[src/rtl/hrm_mem_pkg.sv]
// Shared definitions for the MMIO data memory.
//   - IO window offsets (input ports, output ports, STATUS)
//   - FSM state and address-region typedefs
//   - BCD lookup table preloaded into RAM after reset
package hrm_mem_pkg;

  localparam int IO_IN_OFS     = 0;
  localparam int IO_OUT_OFS    = 8;
  localparam int IO_STATUS_OFS = 15;
  localparam int LUT_MAX       = 30;

  typedef enum logic {ST_INIT = 1'b0, ST_RUN = 1'b1} mem_state_t;

  typedef enum logic [2:0] {RG_RAM, RG_IN, RG_OUT, RG_STAT, RG_NONE} io_region_t;

  // 4-digit BCD table; entries past the table read as 0000.
  function automatic logic [15:0] lut_bcd(input int unsigned idx);
    case (idx)
      0:  return 16'h0000;  1:  return 16'h0008;  2:  return 16'h0017;
      3:  return 16'h0026;  4:  return 16'h0035;  5:  return 16'h0044;
      6:  return 16'h0053;  7:  return 16'h0062;  8:  return 16'h0071;
      9:  return 16'h0080;  10: return 16'h0089;  11: return 16'h0098;
      12: return 16'h0107;  13: return 16'h0116;  14: return 16'h0125;
      15: return 16'h0133;  16: return 16'h0142;  17: return 16'h0151;
      18: return 16'h0160;  19: return 16'h0169;  20: return 16'h0178;
      21: return 16'h0187;  22: return 16'h0196;  23: return 16'h0205;
      24: return 16'h0214;  25: return 16'h0223;  26: return 16'h0232;
      27: return 16'h0241;  28: return 16'h0250;  29: return 16'h0259;
      default: return 16'h0000;
    endcase
  endfunction

  // Byte at preload address ptr: even = low BCD byte, odd = high BCD byte.
  function automatic logic [7:0] lut_byte(input int unsigned ptr);
    logic [15:0] v;
    v = lut_bcd(ptr >> 1);
    return ptr[0] ? v[15:8] : v[7:0];
  endfunction

endpackage

[src/rtl/in_sync.sv]
// Two-flop synchronizer with change detect for one input port.
//   CLK, RESET : clock, synchronous active-high reset
//   d          : asynchronous input word
//   q          : synchronized (second-stage) value
//   chg        : q differs from its value one cycle earlier
module in_sync #(
  parameter int DW = 8
) (
  input  logic          CLK,
  input  logic          RESET,
  input  logic [DW-1:0] d,
  output logic [DW-1:0] q,
  output logic          chg
);

  logic [DW-1:0] s1, s2, s3;

  always_ff @(posedge CLK) begin
    if (RESET) begin
      s1 <= '0;
      s2 <= '0;
      s3 <= '0;
    end else begin
      s1 <= d;
      s2 <= s1;
      s3 <= s2;
    end
  end

  assign q   = s2;
  assign chg = (s2 != s3);

endmodule

[src/rtl/mmio_data_mem.sv]
// Data memory with a memory-mapped IO window in the top 16 addresses.
//   CLK, RESET : clock, synchronous active-high reset
//   ADDR/DATA/MW : CPU address, write data, write enable
//   Q          : registered read data (latency 1, 0 after a write cycle)
//   IN_PORTS   : N_IN asynchronous input words, synchronized internally
//   OUT_PORTS  : N_OUT output registers, OUT_STB pulses on each write
//   READY      : LUT preload finished, CPU access enabled
// After reset the RAM is loaded with the BCD LUT, one byte per cycle.
module mmio_data_mem
  import hrm_mem_pkg::*;
#(
  parameter int DW      = 8,
  parameter int AW      = 8,
  parameter int N_IN    = 3,
  parameter int N_OUT   = 4,
  parameter int LUT_LEN = 30
) (
  input  logic                  CLK,
  input  logic                  RESET,
  input  logic [AW-1:0]         ADDR,
  input  logic [DW-1:0]         DATA,
  input  logic                  MW,
  output logic [DW-1:0]         Q,
  input  logic [N_IN*DW-1:0]    IN_PORTS,
  output logic [N_OUT*DW-1:0]   OUT_PORTS,
  output logic [N_OUT-1:0]      OUT_STB,
  output logic                  READY
);

  localparam int            IO_BASE  = 2**AW - 16;
  localparam logic [AW-1:0] PTR_LAST = AW'(2*LUT_LEN - 1);

  // FSM
  mem_state_t    state, state_nx;
  logic [AW-1:0] ptr;
  logic          init_wr, run;

  always_ff @(posedge CLK) begin
    if (RESET) state <= ST_INIT;
    else       state <= state_nx;
  end

  always_comb begin
    state_nx = state;
    case (state)
      ST_INIT: if (ptr == PTR_LAST) state_nx = ST_RUN;
      ST_RUN:  state_nx = ST_RUN;
      default: state_nx = ST_INIT;
    endcase
  end

  always_comb begin
    init_wr = 1'b0;
    run     = 1'b0;
    case (state)
      ST_INIT: init_wr = 1'b1;
      ST_RUN:  run     = 1'b1;
      default: ;
    endcase
  end

  always_ff @(posedge CLK) begin
    if (RESET)        ptr <= '0;
    else if (init_wr) ptr <= ptr + 1'b1;
  end

  assign READY = run;

  // Address decode
  logic       is_io;
  logic [3:0] ofs;
  io_region_t rg;
  logic [N_OUT-1:0] out_sel;

  assign is_io = (ADDR >= AW'(IO_BASE));
  assign ofs   = ADDR[3:0];

  always_comb begin
    out_sel = '0;
    for (int k = 0; k < N_OUT; k++) out_sel[k] = (ofs == 4'(IO_OUT_OFS + k));
  end

  always_comb begin
    rg = RG_NONE;
    if (!is_io)                                rg = RG_RAM;
    else if (ofs < 4'(IO_IN_OFS + N_IN))       rg = RG_IN;
    else if (|out_sel)                         rg = RG_OUT;
    else if (ofs == 4'(IO_STATUS_OFS))         rg = RG_STAT;
  end

  // Input synchronizers
  logic [N_IN-1:0][DW-1:0] sync_q;
  logic [N_IN-1:0]         sync_chg;

  for (genvar k = 0; k < N_IN; k++) begin : g_in
    in_sync #(.DW(DW)) u_sync (
      .CLK   (CLK),
      .RESET (RESET),
      .d     (IN_PORTS[k*DW +: DW]),
      .q     (sync_q[k]),
      .chg   (sync_chg[k])
    );
  end

  // Sticky change flags; a new change outranks a same-cycle W1C.
  logic [N_IN-1:0] flags, flag_clr;
  logic            stat_wr;
  logic [DW-1:0]   status;

  assign stat_wr  = MW && (rg == RG_STAT);
  assign flag_clr = {N_IN{stat_wr}} & DATA[N_IN:1];

  always_ff @(posedge CLK) begin
    if (RESET) flags <= '0;
    else       flags <= sync_chg | (flags & ~flag_clr);
  end

  always_comb begin
    status         = '0;
    status[0]      = run;
    status[N_IN:1] = flags;
  end

  // Output ports
  logic [N_OUT-1:0][DW-1:0] out_r;
  logic [N_OUT-1:0]         stb_r;
  logic                     out_wr;

  assign out_wr = MW && run && (rg == RG_OUT);

  always_ff @(posedge CLK) begin
    if (RESET) begin
      out_r <= '0;
      stb_r <= '0;
    end else begin
      stb_r <= out_sel & {N_OUT{out_wr}};
      for (int k = 0; k < N_OUT; k++)
        if (out_wr && out_sel[k]) out_r[k] <= DATA;
    end
  end

  assign OUT_PORTS = out_r;
  assign OUT_STB   = stb_r;

  // RAM: preload owns the write port during INIT. No reset on contents.
  logic [DW-1:0] ram [IO_BASE];
  logic          ram_we;
  logic [AW-1:0] ram_wa, ram_ra;
  logic [DW-1:0] ram_wd;

  always_comb begin
    if (init_wr) begin
      ram_we = !RESET;
      ram_wa = ptr;
      ram_wd = DW'(lut_byte(int'(ptr)));
    end else begin
      ram_we = !RESET && MW && (rg == RG_RAM);
      ram_wa = ADDR;
      ram_wd = DATA;
    end
  end

  always_ff @(posedge CLK) begin
    if (ram_we) ram[ram_wa] <= ram_wd;
  end

  assign ram_ra = is_io ? '0 : ADDR;

  // Read mux; Q register gives the single cycle of latency and sees
  // pre-edge RAM contents, so read-during-write returns old data.
  logic [DW-1:0] rd_mux;

  always_comb begin
    rd_mux = '0;
    case (rg)
      RG_RAM:  if (run) rd_mux = ram[ram_ra];
      RG_IN:   if (run) for (int k = 0; k < N_IN; k++)
                 if (ofs == 4'(IO_IN_OFS + k)) rd_mux = sync_q[k];
      RG_OUT:  if (run) for (int k = 0; k < N_OUT; k++)
                 if (out_sel[k]) rd_mux = out_r[k];
      RG_STAT: rd_mux = status;
      default: ;
    endcase
  end

  always_ff @(posedge CLK) begin
    if (RESET || MW) Q <= '0;
    else             Q <= rd_mux;
  end

endmodule

[config.mk]
export PLATFORM = sky130hd
export DESIGN_NAME = mmio_data_mem
export DESIGN_NICKNAME = d
export VERILOG_FILES = /design/src/rtl/hrm_mem_pkg.sv /design/src/rtl/in_sync.sv /design/src/rtl/mmio_data_mem.sv
export SDC_FILE = /design/constraint.sdc
export NUM_CORES = 2
export LEC_CHECK = 0
export CAP_MARGIN = 5
export CORE_MARGIN = 8
export CORE_UTILIZATION = 45
export DETAILED_ROUTE_END_ITERATION = 8
export PLACE_DENSITY = 0.59
export SYNTH_ARGS = -nofsm -noshare
export SYNTH_HDL_FRONTEND = slang
export SYNTH_HIERARCHICAL = 1
export SYNTH_SLANG_ARGS = --single-unit
[constraint.sdc]
create_clock -name CLK -period 38.9 [get_ports CLK]
set_clock_uncertainty 0.1 [all_clocks]
set_input_delay 3.89 -clock CLK [delete_from_list [all_inputs] [get_ports CLK]]
set_output_delay 3.89 -clock CLK [all_outputs]
set_load 0.01 [all_outputs]
## Yosys cells after proc, flatten, opt, wreduce, memory -nomap -nowiden

Memories as Yosys holds them, arrays and structs flattened. A register that Yosys moved wholly into a read port is not among the register bits.
Cells that the tools add are included.
W data, S select, Z words.

| cells by class | value |
|---|---|
| bitwise gates (word level) | 6 |
| eq/ne operators | 14 |
| muxes and demuxes | 28 |
| order comparisons | 2 |
| $add $sub $neg | 1 |
| reduce and logical (&&, ||, !) cells | 15 |

Operator list:

| cell | count |
|---|---|
| $mux W8 | 14 |
| $pmux W8 S4 | 1 |
| $logic_not A27 Y1 | 1 |
| $ne A8 B8 Y1 | 3 |
| $eq A4 B4 Y1 const B | 5 |
| $mux W16 | 1 |
| $mux W3 | 4 |
| $mux W5 | 2 |
| $logic_and A1 B1 Y1 | 9 |
| $add A8 B1 Y8 const B | 1 |
| $eq A8 B6 Y1 const B | 1 |
| $ge A8 B8 Y1 const B | 1 |
| $and A3 B3 Y3 | 2 |
| $eq A3 B2 Y1 const B | 2 |
| $mux W1 | 5 |
| $and A4 B4 Y4 | 1 |
| $eq A4 B1 Y1 const B | 1 |
| $eq A4 B2 Y1 const B | 1 |
| $logic_not A4 Y1 | 1 |
| $lt A4 B2 Y1 const B | 1 |
| $reduce_or A4 Y1 | 1 |
| $eq A3 B1 Y1 const B | 1 |
| $logic_not A3 Y1 | 1 |
| $not A3 Y3 | 1 |
| other kinds (5) | 5 |

| word-level totals | value |
|---|---|
| input port bits | 43 |
| output and inout port bits | 45 |
| logic and storage cells | 86 |
| flip-flop bits (word level) | 128 |
| bits in writable memories | 1920 |
| memories | 2 |
| memory bits (read-only) | 320 |

Memories:

| name | words | width | read ports | clocked after Yosys merged registers in | write ports | line | text |
|---|---|---|---|---|---|---|---|
| ram | 240 | 8 | 1 | 0 | 1 | mmio_data_mem.sv:146 | `logic [DW-1:0] ram [IO_BASE];` |
| (name not given) | 32 | 10 | 1 | 1 | 0 | hrm_mem_pkg.sv:18 | `case (idx)` |

## Longest topological paths before layout

| logic depth | value |
|---|---|
| depth in word-level cells | 11 |
| mapped depth | 15 |
| mapped depth without buffers | 10 |

## Hierarchy

Netlist, hierarchy kept.

Modules (own cells, without submodules):

| module | sequential area each (um2) | cells an instance | area an instance (um2) | instances |
|---|---|---|---|---|
| mmio_data_mem | 58976.6 | 5323 | 80240.7 | 1 |
| in_sync | 480.5 | 61 | 729.4 | 3 |

## Least setup slack after synthesis

OpenSTA, ideal clock, no wires.

| path | value |
|---|---|
| kind | flip-flop to flip-flop |
| from | register state |
| to | memory ram[0][0], data pin |
| stages on the path, launching flop included | 4 |
| library setup time | 2.063 ns |
| required time | 36.737 ns |
| path buffers | 1 |
| setup slack | 26.502 ns |
| data arrival time | 10.235 ns |
| period minus slack after synthesis | 12.398 ns |
| cells stage by stage | dfxtp_1 -> clkbuf_1 -> or3_1 -> o21ai_0 |

| between the ends | value |
|---|---|
| word-level cells in the longest chain between the ends | 1 |

Ends and longest elaborated chain:

| element | line | text |
|---|---|---|
| from (decl) | mmio_data_mem.sv:34 | `mem_state_t state, state_nx;` |
| from (signal assigned) | mmio_data_mem.sv:40 | `else state <= state_nx;` |
| $mux W8 | mmio_data_mem.sv:152 | `if (init_wr) begin` |
| via ram_wd[0] | mmio_data_mem.sv:149 | `logic [DW-1:0] ram_wd;` |
| to (decl) | mmio_data_mem.sv:146 |  |

The timed path passes the listed nets, and every way through them passes these cells.

## Worst setup path after layout

| path | value |
|---|---|
| from | input ADDR[4] |
| to | register Q[3] |

| between the ends | value |
|---|---|
| word-level cells in the longest chain between the ends | 5 |
| elaborated cells on any way between the ends | 10 |
| classes of those cells | order compare: 1; eq/ne: 3; mux: 4; reduce/logical: 1; memory: 1 |

Ends and longest elaborated chain:

| element | line | text |
|---|---|---|
| from (decl) | mmio_data_mem.sv:20 | `input logic [AW-1:0] ADDR,` |
| $ge A8 B8 Y1 | mmio_data_mem.sv:75 | `assign is_io = (ADDR >= AW'(IO_BASE));` |
| $mux W8 | mmio_data_mem.sv:167 | `assign ram_ra = is_io ? '0 : ADDR;` |
| $mem_v2 Z240 W8 | - |  |
| $mux W8 | mmio_data_mem.sv:176 | `RG_RAM: if (run) rd_mux = ram[ram_ra];` |
| $pmux W8 S4 * | mmio_data_mem.sv:175 | `case (rg)` |
| to (signal assigned) | mmio_data_mem.sv:188 | `else Q <= rd_mux;` |
| to (decl) | mmio_data_mem.sv:23 | `output logic [DW-1:0] Q,` |

Every way passes the cells marked *; elsewhere a longest branch is shown, timed or not.
A chain may end at the register's enable or synchronous reset.

==> results.json <==
{
  "hold_viol_final": 0,
  "rsz0062_at_grt": "no",
  "htreeDepth": 4,
  "status": "finished clean",
  "ys.flop_type": "edfxtp_1",
  "drive_gt1_share_pct": 11.0,
  "start_util_pct": 45.2,
  "report.final.slew_viol_count": 0,
  "tns_ns": 0,
  "synth_edf_count": 1920,
  "cts_tree": "done",
  "numCtsBuffers": 212,
  "syn2layout_area_growth_pct": 12.1,
  "relSlewSlack_pct": 5.98,
  "seqPwrFrac_pct": 52.1,
  "die_area_sq_um": 197000,
  "cts.sink_count": 2058,
  "power_leakage_nw": 30.2,
  "preCtsSetupSlack_ns": 28.08,
  "drc": 0,
  "async_reset_ff_share_pct": 0,
  "cts.path.max_buffers": 3,
  "fillCellCount": 15000,
  "wirelength_microns": 253000,
  "fp-row-count": 157,
  "critPathLaunchType": "primary input",
  "synth.avg_cell_area_sq_um": 15.0,
  "crit_arrival_ns": 10.82,
  "power_switching_mw": 1.06,
  "portBuffers": 87,
  "coreArea_sq_um": 182000,
  "root_buffer": "clkbuf_16",
  "placedCellCount": 7694,
  "endpoint_kind": "register",
  "synth_warnings": 6,
  "synth_most_common_cell": "edfxtp_1",
  "synth_top_area_share_pct": 69.9,
  "die-height_microns": 444,
  "clkPwrFrac_pct": 42.1,
  "synthTopCellsByArea": "edfxtp_1 (70%), mux2i_1 (3.7%), dfxtp_1 (3.4%)",
  "seqCellArea_sq_um": 60400,
  "nets": 5574,
  "hold_slack_ns": 0.342,
  "viasPerCell": 6.26,
  "layout.cells.non_filler": 8084,
  "synth_seq_cells": 2058,
  "syn_nets": 5557,
  "firstDrtPassIters": 6,
  "finalSetupViolations": 0,
  "ys_seq_area_share_pct": 73.3,
  "met3_length_microns": 22900,
  "vias": 50600,
  "dp_hpwl_microns": 152000,
  "io_pins": 88,
  "worstPathMaxFanout": 105,
  "cp.required_ns": 39.56,
  "gp_congestion": 0.885,
  "first_global_vias": 48800,
  "postCtsSetupRepairBufs": 0,
  "max_clock_freq_mhz": 98.5,
  "min_period_ns": 10.15,
  "clk_pin_slew_worst_paths_ns": 0.06,
  "drt_iter0_markers": 6520,
  "worstSkewPairLatency_ns": 0.86,
  "swShare_pct": 22.9,
  "wl_met2_microns": 117000,
  "irDropWorstVdd_v": 0.0000393,
  "hold_path.class": "register to register",
  "pwr-share-comb_pct": 5.8,
  "power_density_nw_per_um2": 50.3,
  "routed.top_layer": "met5",
  "grt_max_degree": 181,
  "overflow": 0,
  "wl_met1_microns": 101000,
  "wl_per_cell_microns": 31.3,
  "p_int_mw": 3.58,
  "grt_usage_pct": 24.8,
  "finalPower_mw": 4.64,
  "die_x_microns": 444,
  "maxCapViolCount": 0,
  "grt_pass1_wl_microns": 360000,
  "critPathKind": "primary input to register",
  "worst_pin_slew_ns": 1.39,
  "synth_top_cell_by_area": "edfxtp_1",
  "setup_slack_ns": 28.75,
  "fin_crit_sh_pct": 26.1,
  "synth_area_sq_um": 82400,
  "yosys-top-cells-count": "edfxtp_1 (1920), nor2_1 (483), nand2_1 (472)",
  "ant_nets": 0,
  "syn_inst": 5506,
  "antenna_found_initial": 8,
  "cts_resized": 0,
  "ys_types": 79,
  "multi_input_area_sq_um": 20400,
  "ctsHoldBuffers": 0
}
-- per-stage QoR --
step                area, sq um  utilization, %
finish                    92400            50.6
floorplan                 82400               -
CTS                       92400            50.6
global route              92400            50.6
global placement          85800            47.0
detailed placement        85800            47.0
-- worst paths after layout --
path                                           start                   to  slack, ns  depth (start not counted)
worst max-delay path                         ADDR[4]                 Q[3]      28.75                         11
worst min-delay path            g_in[0].u_sync/s1[5]  g_in[0].u_sync/q[5]       0.34                          1
worst max register to register                 state           ram[27][4]      33.52                          7
worst min register to register  g_in[0].u_sync/s1[5]  g_in[0].u_sync/q[5]       0.34                          1
-- power groups by stage --
| stage | logic (mW) | registers (mW) | clock network [mW] |
|---|---|---|---|
| after floorplan | 0.152 | 2.47 | 0 |
| after global placement | 0.266 | 2.47 | 0 |
| after detailed placement | 0.267 | 2.47 | 0 |
| after CTS | 0.268 | 2.42 | 1.98 |
| after global routing | 0.282 | 2.42 | 2.06 |
| final | 0.271 | 2.42 | 1.96 |
-- registers in the layout, indices dropped and copies added (netlist names), named ones only --
signal,flops
flags,3
ptr,8
OUT_PORTS,32
g_in.u_sync/q,24
state,1
g_in.u_sync/s1,24
OUT_STB,4
g_in.u_sync/s3,24
Q,8
ram,1920
-- routing by layer --
metal  vias to the layer above  track usage, %
met5                         -               0
met4                         2            10.9
met2                      2667            39.0
li1                      21600               -
met1                     25800            33.5
met3                       490            5.14
-- layout make-up --
class | instances | area share, %
flip-flops and latches | 2058 | 65.4
multi-input cells | 3028 | 22.1
clock buffers | 262 | 5.94
well taps | 2385 | 3.23
repair buffers | 202 | 1.98
clock inverters | 127 | 1.26
inverters | 21 | 0.0866
diodes | 1 | 0.00271
-- worst max-delay path, stage by stage --
cell and delay [ns]:
clkdlybuf4s50_1 1.14, nand4_1 0.87, buf_4 0.58, buf_4 0.41, nand2_4 0.66, buf_12 0.38
a221oi_1 0.19, a2111oi_0 0.92, o41ai_1 0.32, a41oi_1 0.82, o32a_1 0.25
-- kinds of logic (layout without fill, tap and decap cells) --
family	after synthesis	in the layout	synth area share, %
multiplexers	463	463	7.00
AND/OR/NAND/NOR	1394	1394	7.51
XOR/XNOR	31	31	0.329
AO/OA/AOI/OAI	1132	1132	9.57
flip-flops	2058	2058	73.3
adder cells (fa/ha/maj)	8	8	0.121
other	0	1	0
buffers and inverters	420	612	2.18
-- placed cells by master, fill, tap and decap left out, types with 14 or more instances in the layout --
cell type,count
a311oi_1,21
inv_1,16
or3_1,16
nand3_1,122
o211ai_1,30
nor3_1,44
a211oi_1,137
xor2_1,28
nor4_1,31
o22ai_1,42
mux2_2,75
clkdlybuf4s50_1,82
a21boi_0,14
a221o_1,38
a21oi_1,215
nand2_1,468
and3_1,26
nand4_1,19
clkbuf_16,212
dfxtp_1,137
clkinv_1,57
a221oi_1,160
buf_4,109
nor2b_1,132
a31oi_1,89
clkbuf_1,50
nor2_1,477
mux2i_1,305
clkinv_2,37
mux4_2,83
edfxtp_1,1920
a22oi_1,44
o21ai_0,170
Note: power is estimated with default switching activity, not from simulation.
